File: src/rtl/branch_pattern_predictor_pkg.sv
// Shared types for the pattern history table: 2-bit counter type, clear value,
// controller states and the saturating counter step.
package bp_pkg;

  typedef logic [1:0] ctr_t;

  localparam ctr_t CTR_WNT = 2'b01;

  typedef enum logic {BP_IDLE, BP_CLEAR} bp_state_t;

  function automatic ctr_t sat_next(ctr_t c, logic t);
    if (t) return (c == 2'b11) ? c : c + 2'b01;
    return (c == 2'b00) ? c : c - 2'b01;
  endfunction

endpackage

File: src/rtl/branch_pattern_predictor_pht_row.sv
// One PHT row: 2**HIST_WIDTH saturating counters with a training write port,
// a clear port and two combinational read ports (prediction and update).
module pht_row
  import bp_pkg::*;
#(
  parameter int   HIST_WIDTH = 3,
  parameter ctr_t CTR_INIT   = CTR_WNT
) (
  input  logic                  clk,
  input  logic                  rst_n,
  input  logic                  we_i,
  input  logic [HIST_WIDTH-1:0] widx_i,
  input  ctr_t                  wdata_i,
  input  logic                  clr_i,
  input  logic [HIST_WIDTH-1:0] cidx_i,
  input  logic [HIST_WIDTH-1:0] ridx_a_i,
  output ctr_t                  rdata_a_o,
  input  logic [HIST_WIDTH-1:0] ridx_b_i,
  output ctr_t                  rdata_b_o
);

  localparam int N = 1 << HIST_WIDTH;

  ctr_t ctr_q [N];

  // Clear wins over training; the controller never issues both to one row.
  always_ff @(posedge clk or negedge rst_n) begin
    if (!rst_n) begin
      for (int i = 0; i < N; i++) ctr_q[i] <= CTR_INIT;
    end else if (clr_i) begin
      ctr_q[cidx_i] <= CTR_INIT;
    end else if (we_i) begin
      ctr_q[widx_i] <= wdata_i;
    end
  end

  assign rdata_a_o = ctr_q[ridx_a_i];
  assign rdata_b_o = ctr_q[ridx_b_i];

endmodule

File: src/rtl/branch_pattern_predictor.sv
// Pattern history table behind the branch history cache: zero-latency prediction,
// one-cycle registered training with forwarding, and an 8-cycle row clear on evict.
module branch_pattern_predictor
  import bp_pkg::*;
#(
  parameter int   ROW_WIDTH  = 4,
  parameter int   HIST_WIDTH = 3,
  parameter ctr_t CTR_INIT   = CTR_WNT
) (
  input  logic                  clk,
  input  logic                  rst_n,
  input  logic [9:0]            pc,
  input  logic [HIST_WIDTH-1:0] read_history,
  input  logic                  read_hit,
  output logic                  predict_taken,
  output logic                  predict_valid,
  input  logic                  upd_valid,
  input  logic [9:0]            upd_pc,
  input  logic [HIST_WIDTH-1:0] upd_history,
  input  logic                  upd_taken,
  input  logic                  evict,
  output logic                  upd_ready,
  output logic                  busy
);

  localparam int ROWS = 1 << ROW_WIDTH;
  localparam logic [HIST_WIDTH-1:0] LAST_IDX = '1;

  bp_state_t             state_q, state_d;
  logic [HIST_WIDTH-1:0] clr_idx_q, clr_idx_d;
  logic [ROW_WIDTH-1:0]  clr_row_q, clr_row_d;
  logic                  u_v_q, u_v_d;
  logic [ROW_WIDTH-1:0]  u_row_q, u_row_d;
  logic [HIST_WIDTH-1:0] u_hist_q, u_hist_d;
  logic                  u_taken_q, u_taken_d;

  ctr_t                  rd_a [ROWS];
  ctr_t                  rd_b [ROWS];
  logic [ROW_WIDTH-1:0]  rd_row, upd_row;
  logic                  clearing, accept, fwd_hit;
  ctr_t                  u_new, c_sel;
  logic                  unused_pc_hi;

  assign rd_row       = pc[ROW_WIDTH-1:0];
  assign upd_row      = upd_pc[ROW_WIDTH-1:0];
  assign unused_pc_hi = ^{pc[9:ROW_WIDTH], upd_pc[9:ROW_WIDTH]};

  assign clearing  = (state_q == BP_CLEAR);
  assign busy      = clearing;
  assign upd_ready = ~clearing;
  assign accept    = upd_valid & upd_ready;

  // The pending update is applied against the live array value at commit time,
  // so a following update to the same slot sees the committed result.
  assign u_new   = sat_next(rd_b[u_row_q], u_taken_q);
  assign fwd_hit = u_v_q && (u_row_q == rd_row) && (u_hist_q == read_history);
  assign c_sel   = fwd_hit ? u_new : rd_a[rd_row];

  assign predict_valid = read_hit & ~clearing;
  assign predict_taken = predict_valid & c_sel[1];

  for (genvar r = 0; r < ROWS; r++) begin : g_row
    pht_row #(
      .HIST_WIDTH (HIST_WIDTH),
      .CTR_INIT   (CTR_INIT)
    ) u_row (
      .clk       (clk),
      .rst_n     (rst_n),
      .we_i      (u_v_q && (u_row_q == ROW_WIDTH'(r))),
      .widx_i    (u_hist_q),
      .wdata_i   (u_new),
      .clr_i     (clearing && (clr_row_q == ROW_WIDTH'(r))),
      .cidx_i    (clr_idx_q),
      .ridx_a_i  (read_history),
      .rdata_a_o (rd_a[r]),
      .ridx_b_i  (u_hist_q),
      .rdata_b_o (rd_b[r])
    );
  end

  always_comb begin
    state_d   = state_q;
    clr_idx_d = clr_idx_q;
    clr_row_d = clr_row_q;
    u_v_d     = 1'b0;
    u_row_d   = u_row_q;
    u_hist_d  = u_hist_q;
    u_taken_d = u_taken_q;
    unique case (state_q)
      BP_IDLE: begin
        if (accept) begin
          if (evict) begin
            state_d   = BP_CLEAR;
            clr_row_d = upd_row;
            clr_idx_d = '0;
          end else begin
            u_v_d     = 1'b1;
            u_row_d   = upd_row;
            u_hist_d  = upd_history;
            u_taken_d = upd_taken;
          end
        end
      end
      BP_CLEAR: begin
        clr_idx_d = clr_idx_q + 1'b1;
        if (clr_idx_q == LAST_IDX) state_d = BP_IDLE;
      end
      default: state_d = BP_IDLE;
    endcase
  end

  always_ff @(posedge clk or negedge rst_n) begin
    if (!rst_n) begin
      state_q   <= BP_IDLE;
      clr_idx_q <= '0;
      u_v_q     <= 1'b0;
    end else begin
      state_q   <= state_d;
      clr_idx_q <= clr_idx_d;
      u_v_q     <= u_v_d;
    end
  end

  // Payload registers are only consumed when qualified by state or u_v_q.
  always_ff @(posedge clk) begin
    clr_row_q <= clr_row_d;
    u_row_q   <= u_row_d;
    u_hist_q  <= u_hist_d;
    u_taken_q <= u_taken_d;
  end

endmodule

File: config.mk
export PLATFORM = sky130hd
export DESIGN_NAME = branch_pattern_predictor
export DESIGN_NICKNAME = d
export VERILOG_FILES = /design/src/rtl/branch_pattern_predictor_pkg.sv /design/src/rtl/branch_pattern_predictor_pht_row.sv /design/src/rtl/branch_pattern_predictor.sv
export SDC_FILE = /design/constraint.sdc
export NUM_CORES = 1
export LEC_CHECK = 0
export BUFFER_PORTS_ARGS = -buffer_cell sky130_fd_sc_hd__buf_2
export CAP_MARGIN = 20
export CORE_MARGIN = 2
export CORE_UTILIZATION = 60
export DETAILED_ROUTE_END_ITERATION = 10
export PLACE_DENSITY = 0.76
export SYNTH_ARGS = -nofsm -noshare
export SYNTH_HDL_FRONTEND = slang
export SYNTH_HIERARCHICAL = 1
export SYNTH_SLANG_ARGS = --single-unit
File: constraint.sdc
create_clock -name clk -period 6.25 [get_ports clk]
set_input_delay 0.625 -clock clk [delete_from_list [all_inputs] [get_ports clk]]
set_output_delay 0.625 -clock clk [all_outputs]
set_load 0.005 [all_outputs]
==> results of run 1 <==
## cell type report
class / count / area [µm²]
Tap cell: 384 / 480
Inverter: 66 / 248
Timing Repair Buffer: 44 / 353
Fill cell: 2159 / 9490
Clock inverter: 15 / 164
Antenna cell: 1 / 2.50
Clock buffer: 41 / 893
Sequential cell: 273 / 7060
Multi-Input combinational cell: 1078 / 10100
## flip-flops by register name, indices dropped and copies added, names as in the netlist
signal and count:
u_v_q 1, u_taken_q 1, clr_row_q 4, u_row_q 4
busy 1, u_hist_q 3, clr_idx_q 3, g_row.u_row/ctr_q 256
## routing by layer
layer / vias up / wire (µm) / track usage (%)
met3: 108 / 3250 / 4.87
met4: 0 / 1440 / 9.72
met2: 488 / 21600 / 47.5
li1: 5642 / - / -
met5: - / 0 / 0
met1: 6670 / 19800 / 44.4
## power breakdown
part	leakage (nW)	internal (mW)	switching, mW	total (mW)
registers	3.29	2.44	0.402	2.84
clock network	0.517	1.12	0.759	1.88
logic	4.72	0.750	1.06	1.82
## per-stage QoR
| step | std cells | power [mW] | instance area, µm² | hold WS, ns |
|---|---|---|---|---|
| 6_report | 1902 | 6.53 | 19300 | -0.0166 |
| 2_1_floorplan | 1457 | 3.96 | 17600 | 0.329 |
| 4_1_cts | 1900 | 6.51 | 19300 | 0.00408 |
| 3_5_place_dp | 1844 | 4.62 | 18200 | 0.524 |
| 3_3_place_gp | 1844 | 4.54 | 18200 | 0.517 |
| 5_1_grt | 1901 | 6.84 | 19300 | 0.0222 |
## worst max path at each step
stage / end / start / slack, ns
2_1_floorplan: g_row[0].u_row/ctr_q[0] / u_hist_q[2] / 0.63
3_3_place_gp: predict_taken / read_history[2] / 1.74
3_5_place_dp: predict_taken / read_history[2] / 1.76
4_1_cts: predict_taken / u_hist_q[0] / 1.73
5_1_grt: predict_taken / read_history[2] / 1.66
6_report: g_row[15].u_row/ctr_q[2] / u_hist_q[0] / 1.71
==> impl_metrics.csv, run 1 <==
group,metric,value,unit
outcome,status,"finished with violations",
outcome,violations,"hold timing",
timing,setup_viol,0,
clocking,clockBufferDepth,3,
clocking,cts.htree.levels,1,
grt,grt_pass1_vias,13400,
worst_setup_path,path_buf_inv,4,
final_layout,layout_commonest_cell,"mux2i_1",
grt,grt_pass1_wl,74200,µm
timing,layout_min_cycle_time,4.54,ns
clocking,cts_tree,"done",
worst_setup_path,path_class,"register to register",
final_layout,most-common-layout-cells,"224 x mux2i_1, 130 x dfrtp_1, 128 x dfstp_2",
grt,grt_max_degree,146,
clocking,clk_pin_slew,0.06,ns
clocking,cts_setup_buffers,0,
grt,antenna_found_initial,0,
timing,fin_ws,1.71,ns
clocking,cts_inserted_buffers,30,
final_layout,area_delta_synth_final,9.80,%
worst_setup_path,crit_path_max_incr_delay,0.75,ns
clocking,cts_resized,0,
place,globalplace.congestion,0.833,
timing,tightest_slew,1.01,ns
final_layout,fin_nets,1527,
die,io_pins,36,
grt,gr-total-overflow,0,
place,dpl_worst_slack,1.76,ns
worst_setup_path,path_cells,"buf_12, mux4_1, mux2_2, mux4_2, a22oi_1, nand3_1, inv_1, maj3_2, buf_4, inv_1, mux2i_1",
detailed_routing,vias,12900,
detailed_routing,routed_wirelength,46100,µm
worst_setup_path,required,6.72,ns
clocking,holdBufCountCts,0,
clocking,cts_sinks,273,
die,initial_utilization,61.0,%
grt,grt_use_total,30.6,%
pwr,vdd_ir_drop_max,274,µV
worst_setup_path,crit_path_end_kind,"register",
detailed_routing,routed_via_density,6.79,
pwr,p_leak,8.53,nW
detailed_routing,wire_per_inst,24.2,µm
worst_setup_path,crit_cells,11,
min_path,min_path_type,"primary input to async pin",
worst_setup_path,regToRegStartpoint,"u_hist_q[0]",
timing,rsz0062_at_grt,"false",
worst_setup_path,rrSetupSlack,1.71,ns
die,rows,62,
die,die_h,175,µm
die,core,28800,µm²
timing,fin_crit_sh,72.6,%
detailed_routing,drt_iter0_markers,1089,
yosys,syn-num-nets,1491,
detailed_routing,postRouteAntennaNets,0,
timing,slew_headroom,32.2,%
worst_setup_path,cpMostUsedCell,"inv_1",
yosys,ys.warnings.count,6,
worst_setup_path,r2r_cells,11,
worst_setup_path,worstPathArrival,5.01,ns
final_layout,drive_gt1_share,23.3,%
timing,finalSetupTns,0,ns
die,die_area,30700,µm²
timing,hold_viol_final,2,
worst_setup_path,crit_slowest_cell,"maj3_2",
pwr,power-per-cell-area,339,nW/µm²
timing,fmax,0.220,GHz
place,dpl.hpwl,27500,µm
detailed_routing,drc,0,
worst_setup_path,critPathLaunchType,"register",
yosys,synthCells,1457,
yosys,syn_avg_cell_area,12.1,µm²
clocking,cts_root_buffer,"clkbuf_16",
worst_setup_path,critical_path.max_fanout,97,
die,die_w,175,µm
timing,maxSlewViolCount,0,
clocking,clock_latency,0.57,ns
timing,holdWs,-0.0166,ns
place,port-buffer-count,23,
worst_setup_path,cp_top_family,"multiplexers",
final_layout,fin_util,67.0,%
detailed_routing,drtPass1Iterations,6,
yosys,syn_area,17600,µm²
worst_setup_path,r2r_end,"g_row[15].u_row/ctr_q[2]",
timing,skew,0.0180,ns
flow_run,cap_violations,0,
Note: power is estimated with default switching activity, not from simulation.
==> run 2: changes to the inputs <==
--- a/config.mk
+++ b/config.mk
@@ -5,12 +5,13 @@
 export SDC_FILE = /design/constraint.sdc
 export NUM_CORES = 1
 export LEC_CHECK = 0
+export ABC_AREA = 1
 export BUFFER_PORTS_ARGS = -buffer_cell sky130_fd_sc_hd__buf_2
 export CAP_MARGIN = 20
 export CORE_MARGIN = 2
-export CORE_UTILIZATION = 60
+export CORE_UTILIZATION = 59
 export DETAILED_ROUTE_END_ITERATION = 10
-export PLACE_DENSITY = 0.76
+export PLACE_DENSITY = 0.77
 export SYNTH_ARGS = -nofsm -noshare
 export SYNTH_HDL_FRONTEND = slang
 export SYNTH_HIERARCHICAL = 1
==> constraint.sdc (replaced) <==
create_clock -name clk -period 4.15 [get_ports clk]
set_input_delay 0.415 -clock clk [delete_from_list [all_inputs] [get_ports clk]]
set_output_delay 0.415 -clock clk [all_outputs]
set_load 0.005 [all_outputs]
==> run 2 against run 1 <==
Effect of this change: the run now ends clean; cell count is 110% higher; count of clock-buffer cells in the layout is 13 higher; die area is 18% higher; clock power is 66% higher; synthesized cell count is 130% higher; non-clock buffer count is 5 higher; power is 61% higher; hold slack better by 0.071 ns; sequential share of layout area is 5.2 points lower.
==> impl_metrics.csv, run 2 <==
group,metric,value,unit
detailed_routing,routed_wirelength,61000,µm
clocking,clock_latency,0.53,ns
timing,fin_crit_sh,86.6,%
timing,setup_viol,0,
worst_setup_path,worstPathArrival,3.18,ns
worst_setup_path,critPathLaunchType,"register",
grt,grt_pass1_wl,100000,µm
worst_setup_path,cp_top_family,"simple AND/OR/NAND/NOR gates",
final_layout,fin_nets,3474,
detailed_routing,drc,0,
place,port-buffer-count,23,
final_layout,largest_reg_flops,256,
worst_setup_path,critical_path.max_fanout,74,
worst_setup_path,path_class,"register to output pin",
grt,grt_use_total,34.1,%
detailed_routing,vias,21900,
outcome,status,"finished clean",
grt,grt_pass1_vias,20800,
pwr,vdd_ir_drop_max,351,µV
final_layout,drive_gt1_share,12.8,%
timing,maxSlewViolCount,0,
clocking,cts_tree,"done",
clocking,clk_pin_slew,0.06,ns
detailed_routing,drtPass1Iterations,7,
grt,antenna_found_initial,6,
die,die_h,190,µm
worst_setup_path,cpMostUsedCell,"nand2_1",
die,core,34300,µm²
worst_setup_path,path_buf_inv,3,
pwr,power-per-cell-area,469,nW/µm²
final_layout,final_area,22500,µm²
clocking,cts_setup_buffers,0,
final_layout,fin_util,65.5,%
pwr,total_power,10.5,mW
clocking,cts_root_buffer,"clkbuf_16",
final_layout,most-common-layout-cells,"1336 x nand2_1, 690 x nand3_1, 625 x inv_1",
final_layout,area_delta_synth_final,10.1,%
final_layout,fin_cells,3925,
yosys,syn-num-nets,3457,
detailed_routing,postRouteAntennaNets,0,
clocking,cts_resized,0,
place,dpl_worst_slack,0.891,ns
timing,tightest_slew,1.08,ns
detailed_routing,drt_iter0_markers,2102,
worst_setup_path,crit_path_max_incr_delay,0.46,ns
die,die_w,190,µm
worst_setup_path,path_cells,"buf_12, inv_1, nand2_1, nand3_1, nand2_1, nand2_1, nand2_1, nand2_1, nand2_1, nand2_1, nand2_1, nand2_1, nand2_2, nor2_1, nand2_1, nand2_2, a21oi_2, buf_2",
clocking,cts.htree.levels,2,
timing,hold_viol_final,0,
timing,fin_ws,0.556,ns
detailed_routing,wire_per_inst,15.5,µm
die,rows,68,
timing,layout_min_cycle_time,3.59,ns
yosys,syn_area,20400,µm²
final_layout,multi_input_area,10600,µm²
timing,fmax,0.278,GHz
detailed_routing,routed_via_density,5.57,
timing,skew,0.0104,ns
clocking,cts_sinks,273,
final_layout,regArea,7060,µm²
grt,grt_max_degree,109,
worst_setup_path,required,3.73,ns
die,die_area,36100,µm²
final_layout,layout_commonest_cell,"nand2_1",
grt,gr-total-overflow,0,
clocking,holdBufCountCts,1,
place,dp_cells,3857,
yosys,synthCells,3423,
clocking,clockBufferDepth,3,
place,placed_area,21200,µm²
worst_setup_path,crit_slowest_cell,"edfxtp_1",
clocking,cts_inserted_buffers,35,
yosys,ys.warnings.count,6,
final_layout,fillCellCount,3150,
timing,slew_headroom,27.9,%
min_path,min_path_type,"primary input to register",
pwr,p_leak,12.9,nW
flow_run,cap_violations,0,
die,initial_utilization,59.5,%
timing,rsz0062_at_grt,"false",
final_layout,largest_registers,"g_row.u_row/ctr_q (256), clr_row_q (4), u_row_q (4)",
place,globalplace.congestion,0.938,
die,io_pins,36,
yosys,syn_avg_cell_area,5.96,µm²
final_layout,top_register,"g_row.u_row/ctr_q",
worst_setup_path,crit_path_end_kind,"output pin",
place,dpl.hpwl,40500,µm
run 2: path summary, 6_finish.rpt:
check,depth (start not counted),end,slack (ns),from
setup / recovery,18,predict_taken,0.56,u_hist_q[0]
hold / removal,1,u_hist_q[2],0.05,upd_history[2]
setup reg to reg,20,g_row[7].u_row/ctr_q[3],0.74,u_hist_q[0]
hold reg to reg,2,g_row[2].u_row/ctr_q[1],0.50,g_row[2].u_row/ctr_q[1]
max in group asynchronous,3,g_row[13].u_row/ctr_q[8],2.58,rst_n
min in group asynchronous,2,g_row[14].u_row/ctr_q[3],0.51,rst_n
run 2: cell type report:
| type | instances | area share, % |
|---|---|---|
| well taps | 455 | 2.54 |
| flip-flops and latches | 273 | 31.4 |
| clock buffers | 54 | 4.99 |
| repair buffers | 49 | 2.00 |
| inverters | 679 | 11.4 |
| diodes | 4 | 0.0446 |
| multi-input cells | 2402 | 47.3 |
| clock inverters | 9 | 0.351 |
run 2: routing by layer:
metal	vias to the layer above	global-route usage (%)	routed length, µm
li1	10500	-	-
met1	10000	44.0	24500
met2	1105	56.0	28200
met3	221	5.59	5700
met4	6	16.0	2570
met5	-	0	31
run 2: metrics by stage:
stage	setup TNS [ns]	hold WS (ns)
5_1_grt	0	0.0511
6_report	0	0.0541
3_3_place_gp	0	0.486
4_1_cts	0	0.0411
3_5_place_dp	0	0.489
2_1_floorplan	-322.17	0.119
run 2: power by group:
| part | switching, mW | leakage [nW] | internal, mW |
|---|---|---|---|
| Combinational | 2.13 | 9.01 | 1.01 |
| Sequential | 0.558 | 3.29 | 3.70 |
| Clock | 1.21 | 0.592 | 1.92 |
==> run 3: changes to the inputs <==
--- a/config.mk
+++ b/config.mk
@@ -11,7 +11,7 @@
 export CORE_MARGIN = 2
 export CORE_UTILIZATION = 59
 export DETAILED_ROUTE_END_ITERATION = 10
-export PLACE_DENSITY = 0.77
+export PLACE_DENSITY_LB_ADDON = 0.15
 export SYNTH_ARGS = -nofsm -noshare
 export SYNTH_HDL_FRONTEND = slang
 export SYNTH_HIERARCHICAL = 1
==> run 3 against run 2 <==
Effect of this change: hold slack worse by 0.012 ns; die area unchanged; design area increased by 0.26%; utilization increased by 0.17 points; register-to-register slack lost 0.09 ns; power down 1.4%; clock skew increased by 0.012 ns; routed wire length is 0.19% lower; critical path depth stayed put.
==> impl_metrics.csv, run 3 (synthesized netlist as in run 2, its figures left out) <==
group,metric,value,unit
worst_setup_path,path_cells,"buf_4, inv_1, nand2_1, nand3_1, nand2_1, nand2_1, nand2_1, nand2_1, nand2_1, nand2_1, nand2_1, nand2_1, nand2_2, nor2_1, nand2_1, nand2_2, a21oi_2, buf_2",
worst_setup_path,r2r_end,"g_row[2].u_row/ctr_q[3]",
clocking,clk_pin_slew,0.06,ns
clocking,cts_resized,0,
timing,hold_viol_final,0,
pwr,p_switching,3.89,mW
pwr,p_clk_share,28.5,%
worst_setup_path,crit_slowest_cell,"edfxtp_1",
timing,skew,0.0225,ns
die,io_pins,36,
place,port-buffer-count,23,
detailed_routing,vias,21900,
grt,grt_pass1_wl,100000,µm
detailed_routing,routed_via_density,5.57,
worst_setup_path,path_class,"register to output pin",
final_layout,drive_gt1_share,13.0,%
min_path,min_from,"upd_history[0]",
pwr,swShare,37.5,%
outcome,status,"finished clean",
worst_setup_path,path_buf_inv,3,
worst_setup_path,r2r_cells,20,
timing,slew_headroom,27.7,%
final_layout,fin_cells,3933,
worst_setup_path,rrSetupSlack,0.65,ns
timing,maxSlewViolCount,0,
die,die_w,190,µm
final_layout,layout_commonest_cell,"nand2_1",
timing,tightest_slew,1.08,ns
final_layout,multi_input_area,10600,µm²
final_layout,fillCellCount,3195,
final_layout,largest_reg_flops,256,
timing,fmax,0.267,GHz
clocking,cts.htree.levels,2,
final_layout,regArea,7060,µm²
grt,gr-total-overflow,0,
timing,fin_ws,0.406,ns
clocking,cts_tree,"done",
worst_setup_path,crit_path_end_kind,"output pin",
detailed_routing,drtPass1Iterations,6,
final_layout,top_register,"g_row.u_row/ctr_q",
timing,rsz0062_at_grt,"false",
clocking,cts_sinks,273,
detailed_routing,routed_wirelength,60900,µm
worst_setup_path,critical_path.max_fanout,15,
timing,fin_crit_sh,90.2,%
grt,grt_max_degree,95,
pwr,p_seq_share,41.1,%
grt,antenna_found_initial,0,
place,dpl.hpwl,41300,µm
worst_setup_path,worstPathArrival,3.33,ns
place,dpl_worst_slack,0.787,ns
detailed_routing,postRouteAntennaNets,0,
final_layout,largest_registers,"g_row.u_row/ctr_q (256), clr_row_q (4), u_row_q (4)",
grt,grt_pass1_vias,20900,
place,dp_cells,3871,
clocking,cts_inserted_buffers,34,
detailed_routing,drt_iter0_markers,2003,
min_path,min_path_type,"primary input to register",
die,die_h,190,µm
timing,layout_min_cycle_time,3.74,ns
clocking,cts_root_buffer,"clkbuf_16",
final_layout,area_delta_synth_final,10.4,%
worst_setup_path,regToRegStartpoint,"u_hist_q[0]",
die,core,34300,µm²
worst_setup_path,required,3.73,ns
pwr,p_leak,12.9,nW
pwr,power-per-cell-area,461,nW/µm²
worst_setup_path,crit_path_max_incr_delay,0.76,ns
detailed_routing,drc,0,
final_layout,fin_nets,3487,
timing,holdWs,0.0425,ns
pwr,vdd_ir_drop_max,341,µV
detailed_routing,wire_per_inst,15.5,µm
clocking,cts_setup_buffers,0,
min_path,holdPathEnd,"u_hist_q[0]",
die,rows,68,
worst_setup_path,cp_top_family,"simple AND/OR/NAND/NOR gates",
die,die_area,36100,µm²
min_path,whs_path_depth,1,
final_layout,most-common-layout-cells,"1336 x nand2_1, 690 x nand3_1, 625 x inv_1",
place,globalplace.congestion,0.943,
pwr,internal-power,6.48,mW
timing,setup_viol,0,
die,initial_utilization,59.5,%
clocking,clock_latency,0.55,ns
worst_setup_path,cpMostUsedCell,"nand2_1",
flow_run,cap_violations,0,
pwr,p_comb_share,30.4,%
worst_setup_path,critPathLaunchType,"register",
clocking,clockBufferDepth,3,
grt,grt_use_total,34.1,%
-- run 3: changes by cell type in the layout (fill, tap and decap cells not counted), sizes merged --
cell and change:
buf +14, bufinv +1, clkbuf -9, clkinv +4, diode -3, inv +1
-- run 3: what timing repair did --
action	CTS	global route
hold buffers	1	0
setup endpoints to repair	0	0
endpoints found under the hold margin	44	0
-- run 3: how the worst max path moves through the flow --
stage / start / endpoint / slack [ns] / cells past startpoint
2_1_floorplan: u_hist_q[1] / g_row[0].u_row/ctr_q[5] / -1.30 / 18
3_3_place_gp: u_hist_q[0] / g_row[9].u_row/ctr_q[3] / 0.81 / 20
3_5_place_dp: u_hist_q[0] / g_row[1].u_row/ctr_q[3] / 0.79 / 20
4_1_cts: u_hist_q[0] / predict_taken / 0.43 / 18
5_1_grt: u_hist_q[0] / predict_taken / 0.20 / 18
6_report: u_hist_q[0] / predict_taken / 0.41 / 18
-- run 3: power groups by stage --
stage               clock network (mW)  logic (mW)  registers, mW
floorplan                            0        2.32           4.06
global placement                     0        2.99           4.28
detailed placement                   0        3.07           4.29
CTS                               3.01        3.10           4.25
global route                      3.12        3.60           4.32
finish                            2.96        3.16           4.26
-- run 3: metal layers --
| metal | vias up | share of wire (%) | global-route usage [%] |
|---|---|---|---|
| met3 | 200 | 10 | 6.57 |
| met5 | - | 0 | 0 |
| li1 | 10500 | - | - |
| met2 | 1122 | 45 | 54.4 |
| met4 | 0 | 3.9 | 16.0 |
| met1 | 10000 | 41 | 44.8 |
-- run 3: final cells by class --
type	instances	area share, %
inverter	679	11.3
sequential	273	31.4
clock buffer	45	4.28
antenna	1	0.0111
multi-input combinational	2402	47.1
tap	455	2.53
clock inverter	15	0.595
timing repair buffer	63	2.73
-- run 3: through the flow --
step,power (mW),util (%),setup TNS (ns),cell area [µm²]
floorplan,6.37,-,-322.17,20600
global placement,7.27,62.4,0,21400
detailed placement,7.36,62.4,0,21400
CTS,10.4,65.6,0,22500
global route,11.0,65.6,0,22500
finish,10.4,65.6,0,22500
